## src/rtl/pc_fetch_unit.sv

```systemverilog
// pc_fetch_unit: PC register, instruction fetch over a ready handshake,
// and next-PC selection for the extended single-cycle MIPS core.
//
// Handshake: imem_req is high in FETCH and WAIT; a fetch completes on the
// first WAIT cycle in which imem_ready is high, when imem_data is captured
// into IR. In EXEC the core is stalled while MIO_ready is low; Branch and
// rs_data are consumed only on the EXEC cycle in which MIO_ready is high.
module pc_fetch_unit #(
    parameter logic [31:0] RESET_PC      = 32'h0000_0000,
    parameter logic [31:0] EXC_VECTOR    = 32'h0000_0180,
    parameter int          FETCH_TIMEOUT = 16
) (
    input  logic        clk,
    input  logic        rst,
    output logic        imem_req,
    output logic [31:0] imem_addr,
    input  logic        imem_ready,
    input  logic [31:0] imem_data,
    input  logic [1:0]  Branch,
    input  logic        Jal,
    input  logic [31:0] rs_data,
    input  logic        MIO_ready,
    output logic [31:0] PC_out,
    output logic [31:0] pc_plus4,
    output logic [31:0] inst_out,
    output logic [5:0]  OPcode,
    output logic [5:0]  Fun,
    output logic        inst_valid,
    output logic        misalign_err,
    output logic        fetch_err,
    output logic [1:0]  state_dbg
);

    typedef enum logic [1:0] {
        BOOT  = 2'd0,
        FETCH = 2'd1,
        WAIT  = 2'd2,
        EXEC  = 2'd3
    } state_t;

    localparam int              CW       = $clog2(FETCH_TIMEOUT) + 1;
    localparam logic [CW-1:0]   TMO_LAST = CW'(FETCH_TIMEOUT - 1);

    state_t        state;
    logic [31:0]   pc;
    logic [31:0]   ir;
    logic [CW-1:0] tmo_cnt;
    logic [31:0]   next_pc;
    logic          jr_misaligned;

    // Jal only steers the register-file link write; the PC path never needs it.
    logic unused_jal;
    assign unused_jal = Jal;

    assign PC_out    = pc;
    assign imem_addr = pc;
    assign pc_plus4  = pc + 32'd4;
    assign inst_out  = ir;
    assign OPcode    = ir[31:26];
    assign Fun       = ir[5:0];
    assign state_dbg = state;

    // Next-PC mux; a jr to a non-word-aligned target diverts to the exception vector.
    always_comb begin
        next_pc       = pc_plus4;
        jr_misaligned = 1'b0;
        case (Branch)
            2'b00: next_pc = pc_plus4;
            2'b01: next_pc = pc_plus4 + {{14{ir[15]}}, ir[15:0], 2'b00};
            2'b10: next_pc = {pc_plus4[31:28], ir[25:0], 2'b00};
            default: begin
                if (rs_data[1:0] == 2'b00) begin
                    next_pc = rs_data;
                end else begin
                    next_pc       = EXC_VECTOR;
                    jr_misaligned = 1'b1;
                end
            end
        endcase
    end

    // Fetch/execute sequencer with registered handshake and status outputs.
    always_ff @(posedge clk or posedge rst) begin
        if (rst) begin
            state        <= BOOT;
            pc           <= RESET_PC;
            ir           <= 32'h0;
            tmo_cnt      <= '0;
            imem_req     <= 1'b0;
            inst_valid   <= 1'b0;
            misalign_err <= 1'b0;
            fetch_err    <= 1'b0;
        end else begin
            case (state)
                BOOT: begin
                    state    <= FETCH;
                    imem_req <= 1'b1;
                end
                FETCH: begin
                    state    <= WAIT;
                    imem_req <= 1'b1;
                    tmo_cnt  <= '0;
                end
                WAIT: begin
                    if (imem_ready) begin
                        // A late ready on the final allowed cycle still completes normally.
                        ir         <= imem_data;
                        tmo_cnt    <= '0;
                        state      <= EXEC;
                        imem_req   <= 1'b0;
                        inst_valid <= 1'b1;
                    end else if (tmo_cnt == TMO_LAST) begin
                        fetch_err <= 1'b1;
                        pc        <= EXC_VECTOR;
                        ir        <= 32'h0;
                        tmo_cnt   <= '0;
                        state     <= FETCH;
                        imem_req  <= 1'b1;
                    end else begin
                        tmo_cnt <= tmo_cnt + 1'b1;
                    end
                end
                EXEC: begin
                    if (MIO_ready) begin
                        pc         <= next_pc;
                        state      <= FETCH;
                        imem_req   <= 1'b1;
                        inst_valid <= 1'b0;
                        if (jr_misaligned) begin
                            misalign_err <= 1'b1;
                        end
                    end
                end
                default: begin
                    state    <= BOOT;
                    imem_req <= 1'b0;
                end
            endcase
        end
    end

endmodule

```

## config.mk

```make
export PLATFORM = sky130hd
export DESIGN_NAME = pc_fetch_unit
export DESIGN_NICKNAME = d
export VERILOG_FILES = /design/src/rtl/pc_fetch_unit.sv
export SDC_FILE = /design/constraint.sdc
export NUM_CORES = 1
export LEC_CHECK = 0
export CAP_MARGIN = 30
export CORE_MARGIN = 4
export CORE_UTILIZATION = 40
export CTS_CLUSTER_SIZE = 30
export DETAILED_ROUTE_END_ITERATION = 10
export PLACE_DENSITY = 0.75
export SYNTH_ARGS = -nofsm -noshare
export SYNTH_HDL_FRONTEND = slang
export SYNTH_SLANG_ARGS = --single-unit
```

## constraint.sdc

```tcl
create_clock -name clk -period 6.5 [get_ports clk]
set_input_delay 0.975 -clock clk [delete_from_list [all_inputs] [get_ports clk]]
set_output_delay 0.975 -clock clk [all_outputs]
set_load 0.1 [all_outputs]
```

==> impl_metrics.ini <==
[clock_network]
cts_root_buf = clkbuf_16
post-cts-setup-buffers = 0
cts_inserted_buffers = 9
htree_levels = 3
clock-sinks = 75
clk_pin_slew_ns = 0.07
ctsLongestPathBuffers = 2
cts_tree = built
post_cts_resize_count = 0
clk_latency_ns = 0.35
cts_hold_buf = 0

[global_routing]
grt_max_degree = 62
grt-ovfl-total = 0
antenna_found_initial = 1
grt_use_total_pct = 23.3
grt_pass1_wl_mm = 33.7
first_global_vias = 6186

[synth]
synthCells = 757
synthArstFlopShare_pct = 100
synth_common_cells = dfrtp_1, nand2_1, a21oi_1
synth_top_area_share_pct = 28.9
synth.net_count = 867
yosysMostFrequentCell = dfrtp_1
ys_warn_count = 0
ys_types = 81
syn_avg_cell_area_um2 = 8.59
synth_top_cell_by_area = dfrtp_1
synth_area_leaders = dfrtp_1, ha_1, buf_4
ys_seq_elements = 75
synth_seq_area_share_pct = 28.9
synthFlopType = dfrtp_1
synth_edf_count = 0
synthesis.area_mm2 = 0.00650

[timing]
grt_setup_unrepaired = no
relSlewSlack_pct = 32.5
period_share_pct = 80.7
drv_slew = 0
setup_viol = 0
fin_worst_skew_ns = 0.0112
finalSetupTns_ns = 0
hold_viol_final = 0
max_freq_mhz = 191
period_needed_ns = 5.24
tightest_slew_ns = 1.01

[placed_design]
place.gp.congestion = 0.905
post-dp-hpwl_mm = 16.1
portBuffers = 215

[route]
initialDrtViolationCount = 524
vias_per_cell = 5.69
wl_per_cell_um = 19.1
wirelength_mm = 21.7
drt-pass1-iter-count = 5
drc = 0
vias = 6441
ant_nets = 0

[setup_path]
crit_end = pc_plus4[28]
setup.worst_path.start = PC_out[2]$_DFFE_PP0P_
rr_startpoint = PC_out[2]$_DFFE_PP0P_
critPathKind = flop to primary output
reg2regPathDepth = 15
arrival_ns = 4.27
critPathLaunchType = flop
rr_endpoint = PC_out[31]$_DFFE_PP0P_
cpMaxStageDelayCell = clkdlybuf4s50_1
critical_path.max_stage_delay_ns = 1.17
cp_num_cells = 8
cp_cell_sequence = ha_1, nand3_1, or4_1, nor3_2, nand2_1, nor2_1, xor2_1, clkdlybuf4s50_1
cp_num_buf_inv = 1
end_kind = primary output
ff2ff_setup_slack_ns = 1.54
cp.required_ns = 5.52
cp_max_fo = 8
cp_top_family = simple AND/OR/NAND/NOR gates

[die]
io_pins = 217
die_w_um = 135
core_mm2 = 0.0159
rows = 46
initial_utilization_pct = 40.9
dieArea_mm2 = 0.0184
die_h_um = 135

[cells_and_area]
fill_cells = 1504
drive_above_1_share_pct = 7.44
area_growth_pct = 34.9
final_nets = 1019

[hold_path]
hold_class = flop to flop
min_path_cells = 1

[run]
maxCapViolCount = 0

[outcome]
status = completed
-- kinds of logic after synthesis --
group | count (synthesis) | synth area share [%]
XOR/XNOR | 52 | 7.53
adder cells (fa/ha/maj) | 39 | 7.62
buffers and inverters | 107 | 9.91
AO/OA/AOI/OAI | 237 | 24.9
AND/OR/NAND/NOR | 237 | 18.5
flip-flops | 75 | 28.9
multiplexers | 10 | 2.69
-- cell usage in the layout (no fill, tap or decap), types with 7 or more instances in the layout --
master           count
inv_1               21
a22o_1              33
and2_1               8
dfrtp_1             75
xnor2_1             24
a211oi_1             7
o221ai_1             9
nand3_1             29
nor3_1              14
buf_4                7
nor2b_1              8
ha_1                38
o21ai_0             54
a21oi_1             60
clkdlybuf4s50_1    214
nor2_1              56
nand4_1              8
xor2_1              25
a21o_1              12
clkbuf_16            9
nand2_1             68
-- stage by stage --
step                instances  instance area, µm²  setup WS (ns)  util (%)  hold WS, ns
floorplan                 757                6500         0.0457         -        0.448
global placement         1111                8420           1.69      53.0        0.452
detailed placement       1114                8470           1.67      53.3        0.460
CTS                      1130                8770           1.26      55.2        0.476
global route             1131                8770           1.08      55.2        0.496
finish                   1131                8770           1.26      55.2        0.474
-- metal layers --
layer | GRT usage, % | share of wire, % | vias to the layer above | routed length (µm)
li1 | - | - | 3036 | -
met1 | 30.5 | 43 | 3067 | 9260
met2 | 37.5 | 46 | 292 | 10000
met3 | 6.17 | 8.2 | 46 | 1780
met4 | 7.67 | 2.6 | 0 | 567
met5 | 0 | 0 | - | 0
-- flip-flops by register name, indices dropped and copies added, names as in the netlist --
name and flops:
state_dbg 2, tmo_cnt 5, inst_valid 1, imem_req 1, fetch_err 1, misalign_err 1
PC_out 32, inst_out 32
-- worst min path at each step --
stage	start	end	slack [ns]
4_1_cts	misalign_err$_DFFE_PP0P_	misalign_err$_DFFE_PP0P_	0.48
5_1_grt	misalign_err$_DFFE_PP0P_	misalign_err$_DFFE_PP0P_	0.50
3_5_place_dp	misalign_err$_DFFE_PP0P_	misalign_err$_DFFE_PP0P_	0.46
3_3_place_gp	misalign_err$_DFFE_PP0P_	misalign_err$_DFFE_PP0P_	0.45
2_1_floorplan	tmo_cnt[3]$_DFFE_PP0P_	tmo_cnt[3]$_DFFE_PP0P_	0.45
6_report	misalign_err$_DFFE_PP0P_	misalign_err$_DFFE_PP0P_	0.47
-- layout make-up --
| class | count | area, µm² | share of cell area [%] |
|---|---|---|---|
| tap | 216 | 270 | 3.08 |
| multi-input combinational | 575 | 3980 | 45.4 |
| sequential | 75 | 1880 | 21.4 |
| clock inverter | 5 | 42.5 | 0.485 |
| antenna | 1 | 2.50 | 0.0285 |
| inverter | 23 | 87.6 | 0.999 |
| clock buffer | 11 | 253 | 2.88 |
| timing repair buffer | 225 | 2250 | 25.7 |
Power is left out: the tool's default activity adds up to more than one toggle a clock period on the data nets, which glitch-free logic cannot reach.
